### src/rtl/ret_addr_stack.sv
// LIFO return-address stack feeding the PC next-address mux on call/return.
// Optional build macro RET_STACK_WRAP_EN: push on full overwrites the oldest entry.
module ret_addr_stack #(
  parameter int AW    = 10,
  parameter int DEPTH = 8,
  parameter int CW    = 4
) (
  input  logic          clk,
  input  logic          reset,
  input  logic          push,
  input  logic          pop,
  input  logic [AW-1:0] pc_in,
  input  logic          clr_err,
  output logic [AW-1:0] ret_addr,
  output logic          empty,
  output logic          full,
  output logic [CW-1:0] count,
  output logic          overflow,
  output logic          underflow
);

  localparam int SPW = $clog2(DEPTH);

  logic [AW-1:0]  mem_q [DEPTH];
  logic [SPW-1:0] sp_q, sp_d;
  logic [CW-1:0]  count_q, count_d;
  logic           ovf_q, ovf_d;
  logic           unf_q, unf_d;
  logic [SPW-1:0] top_idx_s;
  logic           wr_en_s;
  logic [SPW-1:0] wr_idx_s;
  logic           ovf_set_s;
  logic           unf_set_s;

  assign top_idx_s = sp_q - SPW'(1);
  assign empty     = (count_q == CW'(0));
  assign full      = (count_q == CW'(DEPTH));
  assign count     = count_q;
  assign overflow  = ovf_q;
  assign underflow = unf_q;
  assign ret_addr  = empty ? AW'(0) : mem_q[top_idx_s];

  // Next-state decode: push/pop/replace actions and sticky error events
  always_comb begin
    sp_d      = sp_q;
    count_d   = count_q;
    wr_en_s   = 1'b0;
    wr_idx_s  = sp_q;
    ovf_set_s = 1'b0;
    unf_set_s = 1'b0;
    if (push && !pop) begin
      if (!full) begin
        wr_en_s = 1'b1;
        sp_d    = sp_q + SPW'(1);
        count_d = count_q + CW'(1);
      end else begin
        ovf_set_s = 1'b1;
`ifdef RET_STACK_WRAP_EN
        wr_en_s   = 1'b1;
        sp_d      = sp_q + SPW'(1);
`else
        wr_en_s   = 1'b0;
`endif
      end
    end else if (pop && !push) begin
      if (!empty) begin
        sp_d    = sp_q - SPW'(1);
        count_d = count_q - CW'(1);
      end else begin
        unf_set_s = 1'b1;
      end
    end else if (push && pop) begin
      // Return-then-call: the old top was consumed this cycle, so overwrite it in place
      if (!empty) begin
        wr_en_s  = 1'b1;
        wr_idx_s = top_idx_s;
      end else begin
        unf_set_s = 1'b1;
      end
    end else begin
      sp_d    = sp_q;
      count_d = count_q;
    end

    if (ovf_set_s) begin
      ovf_d = 1'b1;
    end else if (clr_err) begin
      ovf_d = 1'b0;
    end else begin
      ovf_d = ovf_q;
    end

    if (unf_set_s) begin
      unf_d = 1'b1;
    end else if (clr_err) begin
      unf_d = 1'b0;
    end else begin
      unf_d = unf_q;
    end
  end

  // Control state: pointer, depth and sticky flags
  always_ff @(posedge clk or negedge reset) begin
    if (!reset) begin
      sp_q    <= SPW'(0);
      count_q <= CW'(0);
      ovf_q   <= 1'b0;
      unf_q   <= 1'b0;
    end else begin
      sp_q    <= sp_d;
      count_q <= count_d;
      ovf_q   <= ovf_d;
      unf_q   <= unf_d;
    end
  end

  // Entry storage is deliberately left out of reset
  always_ff @(posedge clk) begin
    if (wr_en_s) begin
      mem_q[wr_idx_s] <= pc_in;
    end
  end

endmodule

### config.mk
export PLATFORM = sky130hd
export DESIGN_NAME = ret_addr_stack
export DESIGN_NICKNAME = d
export VERILOG_FILES = /design/src/rtl/ret_addr_stack.sv
export SDC_FILE = /design/constraint.sdc
export NUM_CORES = 1
export LEC_CHECK = 0
export ABC_CLOCK_PERIOD_IN_PS = 4100
export CORE_AREA = 2 2 85 87
export CTS_CLUSTER_DIAMETER = 200
export DETAILED_ROUTE_END_ITERATION = 7
export DIE_AREA = 0 0 87 89
export PLACE_DENSITY_LB_ADDON = 0.15
export SLEW_MARGIN = 40
export SYNTH_ARGS = -nofsm -noshare
export SYNTH_HDL_FRONTEND = slang
export SYNTH_SLANG_ARGS = --single-unit
### constraint.sdc
create_clock -name clk -period 4.1 [get_ports clk]
set_input_delay 0.82 -clock clk [delete_from_list [all_inputs] [get_ports clk]]
set_output_delay 0.82 -clock clk [all_outputs]
set_load 0.02 [all_outputs]
==> implementation parameters <==
Parameter                              Value

Status
  Status ... completed

Global routing
  Wire length of the first global-routing pass ... 11600 um
  Initial antenna violation count ... 0
  Tot GR Track Use ... 20.9%
  Remaining global-route overflow ... 0
  Via count of the first global-routing pass ... 2159
  Largest net degree at the start of global routing ... 32

Placement
  Cell Count Post-Placement ... 341
  Number of buffers inserted by port buffering ... 32
  Placed wire-length estimate after detailed placement ... 4890 um
  Dpl cell area ... 4320 um2
  Weighted congestion reported at the end of routability-driven placement ... 0.758

Final layout
  Fin cells ... 357
  Share of final-layout standard cells stronger than drive strength 1 ... 21.7%
  Final core area utilization ... 66.9%
  Post-route cell area ... 4490 um2
  Post-layout net count ... 295
  Sequential standard cell area ... 2630 um2
  # diodes ... 0
  Area overhead of the layout relative to synthesis ... 18.3%
  Number of fillers in the final layout ... 472
  Area occupied by multi-input gates ... 1130 um2

Power and ir drop
  Cell area power density ... 794 nW/um2
  Worst VDD drop ... 0.437 mV
  P_leak ... 1.53 nW

Floorplan
  Row cnt ... 30
  Vertical extent of the die ... 89 um
  Core Box Area ... 6720 um2
  Area of the die ... 7740 um2
  Width of the die ... 87 um
  Starting Density ... 56.6%
  Number of top-level pins ... 33

Drt
  Average detailed-routed wire length per instance ... 20.5 um
  Final routed DRC violation total ... 0
  Total via count in the routed design ... 2082
  Number of iterations in the first detailed-routing pass ... 4
  Vias per cell ... 5.83
  Number of DRC markers after the initial detailed-route iteration ... 176
  Number of nets with antenna violations after routing ... 0
  Total length of routed wires ... 7330 um

Synthesis
  Total standard cell area after synthesis ... 3800 um2
  Cell taking the most area after synthesis ... edfxtp_1
  Synth unique cells ... 32
  Combinational family with the most area after synthesis ... multiplexers
  Fraction of synthesized area in multiplexers ... 12.4%
  Mapped Avg Cell Area ... 16.9 um2
  Fraction of the mapped netlist area in adder cells ... 2.83%
  XOR/XNOR Fraction of Synth Area ... 1.61%
  Proportion of synthesized chip area in sequential cells ... 69.1%
  Commonest register cell after synthesis ... edfxtp_1
  Fraction of synthesized cell area taken by the top area cell type ... 63.2%
  Number of synthesized register bits ... 89
  Synthesized netlist net count ... 248
  Fraction of registers with async set or reset after synthesis ... 10.1%
  Number of synthesized flops with an enable pin ... 80
  Synth Warn # ... 0
  Compound-cell area share of the yosys netlist ... 4.74%
  Basic-gate share of the synthesized area counting and, or, nand and nor cells ... 7.05%
  Area contributors post-synth ... edfxtp_1, mux4_2, dfrtp_1
  Mapped Cells ... 225

CTS
  Buffers inserted by post-CTS timing repair ... 0
  TritonCTS clock tree ... done
  Source-to-sink clock delay at the later pin of the worst-skew pair ... 0.36 ns
  Num Clock Sinks ... 89
  Clock buffers created by TritonCTS ... 9
  # hold bufs at CTS ... 0
  Clock edge transition at the registers on the reported setup and hold paths ... 0.09 ns
  Post_cts resized ... 0
  CTS HTree Levels ... 3
  Library cell used as clock root buffer ... clkbuf_8
  Max Buffers Root-to-Sink ... 2

Timing
  Final-report hold violation count ... 0
  Tcrit/Tclk final ... 86.5%
  Minimum clock period after layout ... 3.55 ns
  Hold WS ... 0.498 ns
  Tightest Pin Transition ... 0.561 ns
  Max transition margin ... 62.6%
  Number of failing setup endpoints in the final timing report ... 0
  RSZ-0062 raised after global routing ... false
  Worst Clk Skew ... 0.0175 ns
  Final sum of negative setup slack ... 0 ns
  Achievable clock frequency ... 0.282 GHz
  Number of slew-limit violations in the final report ... 0

Flow run
  Number of maximum-capacitance constraint violations ... 0

Worst setup path
  Critical path start-end classification ... register to output pin
  Critical path capture point type ... output pin
  Longest individual stage delay on the worst path ... 0.65 ns
  Critical path cell sequence ... inv_1 -> ha_1 -> buf_4 -> mux4_2 -> nand2_1 -> a21oi_1 -> clkdlybuf4s50_1
  Dominant delay contributor by cell family on the critical path ... buffers and inverters
  Slowest library cell on the worst path ... clkdlybuf4s50_1
  Crit start category ... register
  Crit path buf inv count ... 3
  Critical path fanouts, max ... 23
  Signal arrival time at the worst endpoint ... 2.73 ns
  Critical path data required time ... 3.28 ns

Min path
  Path type of the worst min-delay path ... register to register
-- cell usage in the layout, fill, tap and decap left out, types with 6 or more instances in the layout --
cell type and instances:
mux4_2 20, a21oi_1 13, buf_4 15, dfrtp_1 8, clkbuf_8 9, nand2_1 32
clkdlybuf4s50_1 32, o32ai_2 6, inv_1 8, ha_1 7, edfxtp_1 80
-- power by group --
part	total, mW	leakage [nW]	switching (mW)	internal [mW]
clock	0.531	0.0827	0.310	0.221
combinational	1.79	0.615	0.956	0.837
sequential	1.24	0.833	0.0987	1.14
-- worst reg2reg max path: cells and delay by family (launching register included) --
family / cells / cell delay [ns]
AO/OA/AOI/OAI: 1 / 0.55
AND/OR/NAND/NOR: 1 / 0.30
flip-flops: 1 / 0.41
buffers and inverters: 3 / 0.68
adder cells (fa/ha/maj): 1 / 0.33
-- kinds of logic after synthesis --
kind of cell	after synthesis
flip-flops	89
AND/OR/NAND/NOR	53
AO/OA/AOI/OAI	27
multiplexers	22
buffers and inverters	19
adder cells (fa/ha/maj)	8
XOR/XNOR	7
-- per-stage QoR --
stage	power [mW]	setup WS (ns)
after floorplan	2.38	0.935
after global placement	3.05	0.882
after detailed placement	3.08	0.807
after CTS	3.61	0.531
after global routing	3.76	0.439
final	3.57	0.553
-- state kept, by name, indices dropped and copies added, names as in the netlist --
name,count
sp_q,3
count,4
mem_q,80
underflow,1
overflow,1
-- metal layers --
layer  up-vias  track usage (%)  part of all wire [%]
met4         0             8.66                   1.7
met3        12             3.14                   5.2
met5         -                0                     0
met2        60             35.0                    51
met1      1037             27.6                    43
li1        973                -                     -
-- worst paths after layout --
path	startpoint	end	slack, ns	depth (start not counted)
min in group asynchronous	reset	overflow$_DFFE_PN0P_	0.77	1
max reg2reg	sp_q[1]$_DFFE_PN0P_	mem_q[5][0]$_DFFE_PP_	1.53	6
min reg2reg	underflow$_DFFE_PN0P_	underflow$_DFFE_PN0P_	0.50	2
max	sp_q[1]$_DFFE_PN0P_	ret_addr[7]	0.55	7
min	underflow$_DFFE_PN0P_	underflow$_DFFE_PN0P_	0.50	2
max in group asynchronous	reset	sp_q[0]$_DFFE_PN0P_	2.97	1
-- area by class of cell --
cell class	count	area share, %
Sequential cell	89	58.5
Multi-Input combinational cell	117	25.2
Timing Repair Buffer	47	9.63
Clock buffer	10	2.84
Tap cell	80	2.23
Clock inverter	6	0.947
Inverter	8	0.668
-- Yosys cell counts (2+ instances only) --
cell type  count
ha_1           7
nor3_1         3
clkbuf_1       4
o22ai_1        3
mux4_2        20
nor2_1         4
o32ai_1        7
nor2b_1        2
xnor2_1        4
nand2b_1       3
mux2i_1        2
dfrtp_1        9
nand2_1       32
nand3_1        2
edfxtp_1      80
buf_2          5
inv_1          8
a21oi_1       13
buf_4          2
xor2_1         3
No activity file was read; power rests on OpenSTA's default activity.
